### src/rtl/pid_sequencer_pkg.sv
// Shared definitions for the PID sample sequencer and its coefficient bank:
// FSM state encoding, coefficient select codes, default timing and the
// saturation limits of the 12-bit control datapath.
package pid_sequencer_pkg;

  typedef enum logic [2:0] {
    IDLE    = 3'd0,
    ARM     = 3'd1,
    WAIT    = 3'd2,
    LATCH   = 3'd3,
    RECOVER = 3'd4
  } state_e;

  localparam logic [1:0] COEF_D = 2'd0;
  localparam logic [1:0] COEF_P = 2'd1;
  localparam logic [1:0] COEF_I = 2'd2;

  localparam int DEF_PERIOD  = 50000;
  localparam int DEF_TIMEOUT = 32;

  localparam logic signed [11:0] SAT_MAX = 12'sh7FF;
  localparam logic signed [11:0] SAT_MIN = 12'sh800;

endpackage

### src/rtl/pid_coeff_bank.sv
// Double-buffered PID coefficients: host writes land in shadow registers and
// a commit request is held pending until the sequencer accepts a sample tick,
// at which point the whole set is copied to the active registers at once.
module pid_coeff_bank
  import pid_sequencer_pkg::*;
#(
  parameter int WIDTH = 12
) (
  input  logic                    clk_i,
  input  logic                    reset,
  input  logic                    i_we,
  input  logic [1:0]              i_sel,
  input  logic signed [WIDTH-1:0] i_data,
  input  logic                    i_commit,
  input  logic                    i_load,
  output logic signed [WIDTH-1:0] o_coeff_1,
  output logic signed [WIDTH-1:0] o_coeff_2,
  output logic signed [WIDTH-1:0] o_coeff_3
);

  logic signed [WIDTH-1:0] r_sh_d, r_sh_p, r_sh_i;
  logic signed [WIDTH-1:0] r_act_d, r_act_p, r_act_i;
  logic                    r_pending;
  logic                    w_copy;

  // A commit arriving in the tick cycle itself is honoured on that tick.
  assign w_copy = i_load && (r_pending || i_commit);

  // Shadow write decode; select code 3 has no register behind it.
  always_ff @(posedge clk_i or posedge reset) begin
    if (reset) begin
      r_sh_d <= '0;
      r_sh_p <= '0;
      r_sh_i <= '0;
    end else if (i_we) begin
      case (i_sel)
        COEF_D:  r_sh_d <= i_data;
        COEF_P:  r_sh_p <= i_data;
        COEF_I:  r_sh_i <= i_data;
        default: ;
      endcase
    end
  end

  // Active set copies the pre-write shadow so a same-cycle write stays in shadow.
  always_ff @(posedge clk_i or posedge reset) begin
    if (reset) begin
      r_act_d <= '0;
      r_act_p <= '0;
      r_act_i <= '0;
    end else if (w_copy) begin
      r_act_d <= r_sh_d;
      r_act_p <= r_sh_p;
      r_act_i <= r_sh_i;
    end
  end

  // Pending flag remembers a commit until a tick consumes it.
  always_ff @(posedge clk_i or posedge reset) begin
    if (reset)         r_pending <= 1'b0;
    else if (w_copy)   r_pending <= 1'b0;
    else if (i_commit) r_pending <= 1'b1;
  end

  assign o_coeff_1 = r_act_d;
  assign o_coeff_2 = r_act_p;
  assign o_coeff_3 = r_act_i;

endmodule

### src/rtl/pid_sequencer.sv
// Sample-rate sequencer for the shared PID datapath: generates the sample
// tick, snapshots measurement and setpoint, fires the datapath start, waits
// for done and latches the servo command.
// Build option PID_TIMEOUT_EN adds the wait timeout and RECOVER sequence
// (pid_rst_o, timeout_o); without it WAIT blocks until done arrives.
module pid_sequencer
  import pid_sequencer_pkg::*;
#(
  parameter int WIDTH   = 12,
  parameter int PERIOD  = DEF_PERIOD,
  parameter int TIMEOUT = DEF_TIMEOUT
) (
  input  logic                    clk_i,
  input  logic                    reset,
  input  logic                    en_i,
  input  logic signed [WIDTH-1:0] y_k_i,
  input  logic signed [WIDTH-1:0] ref_i,
  input  logic                    cfg_we_i,
  input  logic [1:0]              cfg_sel_i,
  input  logic signed [WIDTH-1:0] cfg_data_i,
  input  logic                    cfg_commit_i,
  output logic                    pid_start_o,
  input  logic                    pid_done_i,
  output logic                    pid_rst_o,
  output logic signed [WIDTH-1:0] pid_y_k_o,
  output logic signed [WIDTH-1:0] pid_ref_o,
  output logic signed [WIDTH-1:0] pid_coeff_1_o,
  output logic signed [WIDTH-1:0] pid_coeff_2_o,
  output logic signed [WIDTH-1:0] pid_coeff_3_o,
  input  logic signed [WIDTH-1:0] pid_servo_i,
  output logic signed [WIDTH-1:0] servo_o,
  output logic                    servo_valid_o,
  output logic                    busy_o,
  output logic                    overrun_o,
  output logic                    timeout_o
);

  localparam int CNT_W = $clog2(PERIOD);

  state_e                  r_state, w_next;
  logic [CNT_W-1:0]        r_cnt;
  logic                    w_tick;
  logic                    w_accept;
  logic signed [WIDTH-1:0] r_y_k, r_ref, r_servo;
  logic                    r_overrun;

  assign w_tick   = en_i && (r_cnt == CNT_W'(PERIOD - 1));
  assign w_accept = (r_state == IDLE) && w_tick;

  // Free-running sample period counter, held at zero while the loop is disabled.
  always_ff @(posedge clk_i or posedge reset) begin
    if (reset)                 r_cnt <= '0;
    else if (!en_i || w_tick)  r_cnt <= '0;
    else                       r_cnt <= r_cnt + CNT_W'(1);
  end

`ifdef PID_TIMEOUT_EN
  localparam int WAIT_W = $clog2(TIMEOUT);

  logic [WAIT_W-1:0] r_wait;
  logic              r_rec;
  logic              r_timeout;
  logic              w_expired;

  assign w_expired = (r_wait == WAIT_W'(TIMEOUT - 1));

  // Cycles spent in WAIT; restarts from zero every time WAIT is entered.
  always_ff @(posedge clk_i or posedge reset) begin
    if (reset)                 r_wait <= '0;
    else if (r_state == WAIT)  r_wait <= r_wait + WAIT_W'(1);
    else                       r_wait <= '0;
  end

  // Marks the second RECOVER cycle so the datapath reset lasts two cycles.
  always_ff @(posedge clk_i or posedge reset) begin
    if (reset) r_rec <= 1'b0;
    else       r_rec <= (r_state == RECOVER) && !r_rec;
  end

  // Sticky record that a recovery was started.
  always_ff @(posedge clk_i or posedge reset) begin
    if (reset)                                        r_timeout <= 1'b0;
    else if (r_state == WAIT && w_next == RECOVER)    r_timeout <= 1'b1;
  end

  assign pid_rst_o = (r_state == RECOVER);
  assign timeout_o = r_timeout;
`else
  assign pid_rst_o = 1'b0;
  assign timeout_o = 1'b0;

  // TIMEOUT only shapes hardware when recovery is built in.
  if (TIMEOUT > 0) begin : g_no_recovery
  end
`endif

  // State register; asynchronous reset drops every state-decoded output at once.
  always_ff @(posedge clk_i or posedge reset) begin
    if (reset) r_state <= IDLE;
    else       r_state <= w_next;
  end

  // Next-state logic; done outside WAIT is ignored and done beats the timeout.
  always_comb begin
    w_next = r_state;
    case (r_state)
      IDLE:    if (w_tick) w_next = ARM;
      ARM:     w_next = WAIT;
      WAIT: begin
        if (pid_done_i) w_next = LATCH;
`ifdef PID_TIMEOUT_EN
        else if (w_expired) w_next = RECOVER;
`endif
      end
      LATCH:   w_next = IDLE;
`ifdef PID_TIMEOUT_EN
      RECOVER: if (r_rec) w_next = IDLE;
`else
      RECOVER: w_next = IDLE;
`endif
      default: w_next = IDLE;
    endcase
  end

  // Snapshot of plant and setpoint, frozen for the whole datapath run.
  always_ff @(posedge clk_i or posedge reset) begin
    if (reset) begin
      r_y_k <= '0;
      r_ref <= '0;
    end else if (w_accept) begin
      r_y_k <= y_k_i;
      r_ref <= ref_i;
    end
  end

  // Servo result captured on the done cycle so it is presented in LATCH.
  always_ff @(posedge clk_i or posedge reset) begin
    if (reset)                              r_servo <= '0;
    else if (r_state == WAIT && pid_done_i) r_servo <= pid_servo_i;
  end

  // Sticky flag for ticks dropped because the previous run had not finished.
  always_ff @(posedge clk_i or posedge reset) begin
    if (reset)                           r_overrun <= 1'b0;
    else if (w_tick && r_state != IDLE)  r_overrun <= 1'b1;
  end

  pid_coeff_bank #(
    .WIDTH(WIDTH)
  ) u_coeff_bank (
    .clk_i     (clk_i),
    .reset     (reset),
    .i_we      (cfg_we_i),
    .i_sel     (cfg_sel_i),
    .i_data    (cfg_data_i),
    .i_commit  (cfg_commit_i),
    .i_load    (w_accept),
    .o_coeff_1 (pid_coeff_1_o),
    .o_coeff_2 (pid_coeff_2_o),
    .o_coeff_3 (pid_coeff_3_o)
  );

  assign pid_start_o   = (r_state == ARM);
  assign servo_valid_o = (r_state == LATCH);
  assign busy_o        = (r_state != IDLE);
  assign pid_y_k_o     = r_y_k;
  assign pid_ref_o     = r_ref;
  assign servo_o       = r_servo;
  assign overrun_o     = r_overrun;

endmodule

### config.mk
export PLATFORM = sky130hd
export DESIGN_NAME = pid_sequencer
export DESIGN_NICKNAME = d
export VERILOG_FILES = /design/src/rtl/pid_sequencer_pkg.sv /design/src/rtl/pid_coeff_bank.sv /design/src/rtl/pid_sequencer.sv
export SDC_FILE = /design/constraint.sdc
export NUM_CORES = 1
export LEC_CHECK = 0
export ABC_AREA = 1
export ABC_CLOCK_PERIOD_IN_PS = 4950
export CAP_MARGIN = 20
export CORE_ASPECT_RATIO = 1.5
export CORE_MARGIN = 3
export CORE_UTILIZATION = 49
export DETAILED_ROUTE_END_ITERATION = 8
export PLACE_DENSITY = 0.8
export SETUP_SLACK_MARGIN = 0.5
export SYNTH_ARGS = -nofsm -noshare
export SYNTH_HDL_FRONTEND = slang
export SYNTH_SLANG_ARGS = --single-unit
### constraint.sdc
create_clock -name clk_i -period 4.95 [get_ports clk_i]
set_input_delay 0.99 -clock clk_i [delete_from_list [all_inputs] [get_ports clk_i]]
set_output_delay 0.99 -clock clk_i [all_outputs]
set_load 0.1 [all_outputs]
==> results.md, run 1 <==
- Number of global-route vias before repair: 4,443
- H-tree levels: 4
- Final Max Slew Viols: 0
- CP endpoint: busy_o
- CTS Root Cell: clkbuf_16
- Antenna Cells: 0
- Non-filler instance count after layout: 857
- Synth unique cells: 25
- Cell Count Post-Placement: 825
- Req. time, crit path: 3.96 ns
- Status: complete, no violations
- Drt first-iter violations: 172
- Total Neg Setup Slack: 0 ns
- Fin. Hold Viols: 0
- Placed cell area: 6640 um^2
- CTS Hold Bufs: 0
- Worst Path Arrival: 2.51 ns
- Final worst path period share: a little over two thirds
- Internal reg-to-reg setup slack: approximately 2.6 ns
- Slowest CP cell: clkdlybuf4s50_1
- TritonCTS clock tree: yes
- Setup violations, final: 0
- Worst Hold Path Cells: 1
- Largest net degree at the start of global routing: 82
- Reg2Reg Depth: 8
- NetSw: about 520 uW
- WL final: 13.0 mm
- RSZ-0062 raised after global routing: false
- Postcts setup bufs: 0
- Total grt overflow: 0
- Die Wd: 90.9 um
- Post-DRT Antenna Nets: 0
- TritonCTS buffer count: 17
- Ratio of cells with drive above 1 in the final layout: 7.40%
- Worst skew pair latency: 0.40 ns
- Crit path kind: flop to primary output
- Sequential power share: 46.1%
- GRT Util Overall: 22.2%
- Clock Power Share: slightly below 50%
- Delay of the slowest cell on the worst path: 1.17 ns
- Vias: 4,337
- CP cell instances: inv_1 -> ha_1 -> inv_1 -> clkdlybuf4s50_1
- DR vias/cell: 5.06
- Wirelength per Cell: 15.2 um
- Highest Clock Rate: 0.285 GHz
- Critical path startpoint category: flop
- FF+latch count, synth: 128
- Cells after synthesis: 573
- Final instance area: 7230 um^2
- Die Height: 133 um
- Seq/Total Area, Yosys: 60.4%
- CP Capture Type: primary output
- Initial antenna violation count: 0
- Number of top-level pins: 134
- Starting Density: 51.2%
- Clock Path Buffers: 2
- Post-layout min period: 3.50 ns
- Drt drc: 0
- Full die area: 12,100 um^2
- Worst VDD drop: roughly 250 uV
- Final Skew: 0.00897 ns
- CTS resizes: 0
- Post-synthesis area per instance: 9.25 um^2
- Switching share of total power: between 20% and 30%
- First-pass GRT wire length: 21.3 mm
- Slew HR: 30.0%
- Synth warn: 0
- Worst-margin pin slew: between 1 and 1.5 ns
- Clock transition at path regs: about 0.050 ns
- Post-DP HPWL: 9.05 mm
- Core area: 10,400 um^2
- Row count: 45
- CP startpoint: r_state[1]
- Buffers on Ports: 131
- Max-cap violations: 0
- Layout Area Growth over Synthesis: 36.4%
- Final nets: approximately 770
- Hold WS: 0.461 ns
- PwrDens: 338 nW/um^2
- Hold Crit Class: flop to flop
- Max reg flops: 16
- Clk sinks: ~130
- Leakage: 0.00359 uW
- Most flops, register: r_cnt
- R2r endpoint: pid_ref_o[8]
- P_int: 1920 uW
- Gpl congestion: 0.874
- Crit path top cell by count: inv_1
- Post-Synthesis Cell Area: 5300 um^2
- FF-to-FF Start: r_cnt[0]
- Max FO, Critical Path: 4
- Gate power share: 5.6%
- Pre-Repair DR Iteration Count: 5
-- per-stage QoR --
stage	power, uW	worst slack [ns]	utilization (%)
3_3_place_gp	1270	1.90	64.1
5_1_grt	2530	1.36	69.8
4_1_cts	2460	1.43	69.5
2_1_floorplan	1200	0.547	-
3_5_place_dp	1270	1.81	64.1
6_report	2440	1.45	69.8
-- cells in the mapped netlist --
master | number | area, um^2
nor2_2 | 2 | 12.5
o21bai_1 | 2 | 15.0
nand3_1 | 47 | 235
inv_1 | 37 | 139
nor3_1 | 5 | 25.0
nor3b_1 | 3 | 22.5
nor2_8 | 1 | 20.0
buf_6 | 8 | 90.1
nor2_1 | 32 | 120
mux2_2 | 12 | 135
ha_1 | 5 | 62.6
buf_4 | 5 | 37.5
clkbuf_1 | 8 | 30.0
o21ai_0 | 39 | 195
buf_2 | 3 | 15.0
nand3_2 | 1 | 10.0
or2_2 | 2 | 12.5
nand4_4 | 1 | 21.3
nor2_4 | 1 | 11.3
inv_2 | 3 | 11.3
conb_1 | 1 | 3.75
a21oi_1 | 4 | 20.0
dfrtp_1 | 128 | 3200
xor2_1 | 3 | 26.3
nand2_1 | 220 | 826
-- worst min path at each step --
stage                                         start                   endpoint
after floorplan                            r_cnt[0]                   r_cnt[0]
after global placement                     r_cnt[0]                   r_cnt[0]
after detailed placement  u_coeff_bank.o_coeff_2[9]  u_coeff_bank.o_coeff_2[9]
after CTS                                  r_cnt[0]                   r_cnt[0]
after global routing                       r_cnt[0]                   r_cnt[0]
final                                      r_cnt[0]                   r_cnt[0]
-- layer usage --
metal	vias to the layer above	part of all wire [%]	track usage, %
met4	0	3.8	9.31
met3	35	4.0	5.48
met1	2102	38	23.9
met5	-	0	0
met2	139	54	41.1
li1	2061	-	-
-- logic make-up after synthesis --
kind of cell / Yosys count / synth area share, %
and+or+nand+nor: 315 / 24.8
DFF: 128 / 60.4
buffers and inverters: 64 / 6.09
AOI/OAI and AO/OA: 45 / 4.34
muxes: 12 / 2.55
adders and majority gates: 5 / 1.18
xor gates and xnor gates: 3 / 0.496
other: 1 / 0.0708
-- cells in the final DEF (no fill, tap or decap), drive strengths merged, types with 3 or more instances in the layout --
cell and instances:
nand2 220, nor3b 3, nand3 48, dfrtp 128, buf 4, nor3 5
a21oi 4, nor2 36, xor2 3, o21ai 39, clkdlybuf4s50 131, clkbuf 25
ha 5, mux2 12, inv 40, clkinv 3
-- critical path, delay by kind of cell (launching register included) --
| kind | cells | cell delay (ns) |
|---|---|---|
| fa+ha+maj | 1 | 0.25 |
| flops | 1 | 0.39 |
| buf+inv | 3 | 1.46 |
-- power by group through the flow --
stage / clock, uW / combinational, uW / sequential [uW]
after floorplan: 0 / 69.0 / 1130
after global placement: 0 / 127 / 1140
after detailed placement: 0 / 134 / 1140
after CTS: 1200 / 136 / 1120
after global routing: 1250 / 153 / 1130
final: 1180 / 136 / 1130
-- final cells by class --
type	count	area, um^2
Clock buffer	25	475
Clock inverter	6	82.6
Tap cell	141	176
Sequential cell	128	3200
Timing Repair Buffer	135	1360
Inverter	40	153
Multi-Input combinational cell	382	1780
Fill cell	829	3130
No activity file was read; power rests on OpenSTA's default activity.
==> run 2: changes to the inputs <==
--- a/config.mk
+++ b/config.mk
@@ -6,13 +6,13 @@
 export NUM_CORES = 1
 export LEC_CHECK = 0
 export ABC_AREA = 1
-export ABC_CLOCK_PERIOD_IN_PS = 4950
+export ABC_CLOCK_PERIOD_IN_PS = 3100
 export CAP_MARGIN = 20
 export CORE_ASPECT_RATIO = 1.5
 export CORE_MARGIN = 3
-export CORE_UTILIZATION = 49
+export CORE_UTILIZATION = 44
 export DETAILED_ROUTE_END_ITERATION = 8
-export PLACE_DENSITY = 0.8
+export PLACE_DENSITY = 0.76
 export SETUP_SLACK_MARGIN = 0.5
 export SYNTH_ARGS = -nofsm -noshare
 export SYNTH_HDL_FRONTEND = slang
==> constraint.sdc (replaced) <==
create_clock -name clk_i -period 3.1 [get_ports clk_i]
set_input_delay 0.62 -clock clk_i [delete_from_list [all_inputs] [get_ports clk_i]]
set_output_delay 0.62 -clock clk_i [all_outputs]
set_load 0.1 [all_outputs]
==> results.md, run 2 (synthesis gave the netlist of run 1 again) <==
- Highest Clock Rate: 0.427 GHz
- Final worst path period share: about 76%
- Number of global-route vias before repair: 4,318 (-2.8%)
- Hold Crit Class: flop to flop
- Initial antenna violation count: 0 (unchanged)
- Clock Path Buffers: 2 (unchanged)
- Total grt overflow: 0 (unchanged)
- H-tree levels: 4 (unchanged)
- Gpl congestion: 0.906 (+3.6%)
- Clk sinks: 128 (unchanged)
- Status: complete, no violations
- Ratio of cells with drive above 1 in the final layout: 18.9% (+12 points)
- CP cell instances: inv_1 -> ha_1 -> inv_1 -> buf_4
- Most frequent cells in the layout: nand2_1 (220), dfrtp_1 (128), buf_4 (79)
- Total Neg Setup Slack: 0 ns (unchanged)
- Crit path kind: flop to primary output
- Critical path startpoint category: flop
- Power Total: 4050 uW (+66%)
- CTS Hold Bufs: 0 (unchanged)
- Buffers on Ports: 131 (unchanged)
- NetSw: 851 uW (+64%)
- Worst-margin pin slew: 0.743 ns (-0.304 ns)
- Crit path top cell by count: inv_1
- Final Max Slew Viols: 0 (unchanged)
- Clock Power Share: 50.3% (+2.0 points)
- Fin. Hold Viols: 0 (unchanged)
- Slowest CP cell: dfrtp_1
- TritonCTS buffer count: 17 (unchanged)
- Req. time, crit path: 2.48 ns (-1.48 ns)
- Most flops, register: r_cnt
- Drt drc: 0 (unchanged)
- CP Capture Type: primary output
- Delay of the slowest cell on the worst path: 0.39 ns (-0.78 ns)
- Row count: 48 (+6.7%)
- DR vias/cell: 4.89 (-3.3%)
- Vias: 4,253 (-1.9%)
- Layout Area Growth over Synthesis: 34.8%
- Max FO, Critical Path: 4 (unchanged)
- TritonCTS clock tree: yes
- Max-cap violations: 0 (unchanged)
- Max reg flops: 16 (unchanged)
- Cell family with most CP delay: buffers and inverters
- Die Height: 140 um (+5.3%)
- Most common cell after layout, fill and taps aside: nand2_1
- Pre-Repair DR Iteration Count: 4 (-1)
- Setup violations, final: 0 (unchanged)
- Final nets: 767 (+0.26%)
- Number of top-level pins: 134 (unchanged)
- Leakage: 0.00378 uW (+5.2%)
- Post-layout min period: 2.34 ns
- Post-DRT Antenna Nets: 0 (unchanged)
- First-pass GRT wire length: 20.9 mm (-1.6%)
- Core area: 11,700 um^2 (+12%)
- Gate power share: 5.3% (-0.3 points)
- WP buf/inv: 3 (unchanged)
- Slew HR: 50.4% (+20 points)
- Worst skew pair latency: 0.41 ns (about the same)
- Antenna Cells: 0 (unchanged)
- Drt first-iter violations: 127 (-26%)
- Full die area: 13,400 um^2 (+11%)
- WL final: 12.8 mm (-2.0%)
- Postcts setup bufs: 0 (unchanged)
- P_int: 3200 uW (+66%)
- Worst Path Arrival: 1.72 ns (-0.79 ns)
- Starting Density: 45.5% (-5.7 points)
- Sequential power share: 44.4% (-1.7 points)
- Wirelength per Cell: 14.7 um (-3.4%)
- GRT Util Overall: 20.0% (-2.2 points)
- Clock transition at path regs: 0.05 ns (about the same)
- RSZ-0062 raised after global routing: false
- Die Wd: 95.6 um (+5.2%)
- PwrDens: 567 nW/um^2 (+68%)
- CTS resizes: 0 (unchanged)
- Post-DP HPWL: 9.29 mm (+2.7%)
- Largest net degree at the start of global routing: 55 (-33%)
- CTS Root Cell: clkbuf_16
- Switching share of total power: 21.0% (-0.22 points)
- Worst VDD drop: 359 uV (+43%)
- Final Skew: 0.00586 ns (-0.00311 ns)
run 2: cell count changes in the layout (fill, tap and decap cells not counted), sizes merged:
cell | before | now
bufinv | 2 | 3
clkinv | 3 | 2
inv | 40 | 39
clkdlybuf4s50 | 131 | 55
buf | 4 | 82
clkinvlp | 1 | 5
clkbuf | 25 | 23
run 2: worst reg2reg max path, cell delays in order, from the launching register on:
cell	delay, ns
dfrtp_1	0.36
ha_1	0.20
nand2_1	0.12
nor2_4	0.13
nand3_1	0.12
nor2_2	0.19
nand4_4	0.44
nand2_1	0.21
nand2_1	0.08
run 2: worst paths after layout:
path | startpoint | to | slack, ns | cells after the start
max reg2reg | r_cnt[0] | u_coeff_bank.o_coeff_3[10] | 1.13 | 8
min in group asynchronous | reset | pid_ref_o[0] | 0.65 | 2
min | r_cnt[0] | r_cnt[0] | 0.46 | 1
min reg2reg | r_cnt[0] | r_cnt[0] | 0.46 | 1
max in group asynchronous | reset | pid_y_k_o[1] | 1.77 | 3
max | r_state[0] | busy_o | 0.76 | 4
run 2: area by class of cell:
class                           count  area, um^2
Clock buffer                       23         488
Clock inverter                      9         130
Fill cell                         999        4510
Inverter                           40         154
Multi-Input combinational cell    382        1780
Sequential cell                   128        3200
Tap cell                          150         188
Timing Repair Buffer              137        1200
run 2: power groups by stage:
stage / clock network (uW) / registers, uW / logic, uW
finish: 2040 / 1800 / 214
global route: 2170 / 1810 / 246
CTS: 2080 / 1800 / 219
detailed placement: 0 / 1820 / 219
global placement: 0 / 1820 / 208
floorplan: 0 / 1810 / 111
run 2: through the flow:
| step | utilization [%] | instance area, um^2 | worst slack (ns) | instances | hold WS, ns |
|---|---|---|---|---|---|
| 6_report | 61.3 | 7140 | 0.757 | 869 | 0.461 |
| 4_1_cts | 61.3 | 7140 | 0.727 | 869 | 0.464 |
| 5_1_grt | 61.3 | 7140 | 0.659 | 869 | 0.486 |
| 3_5_place_dp | 56.0 | 6530 | 0.880 | 837 | 0.457 |
| 3_3_place_gp | 56.0 | 6530 | 0.940 | 837 | 0.449 |
| 2_1_floorplan | - | 5310 | 0.899 | 574 | 0.433 |
run 2: per-layer routing:
metal / GRT usage (%) / vias up / share of wire [%]
met5: 0 / - / 0
met2: 35.2 / 131 / 54
met1: 22.5 / 2038 / 38
li1: - / 2066 / -
met4: 8.85 / 0 / 2.7
met3: 5.00 / 18 / 5.8
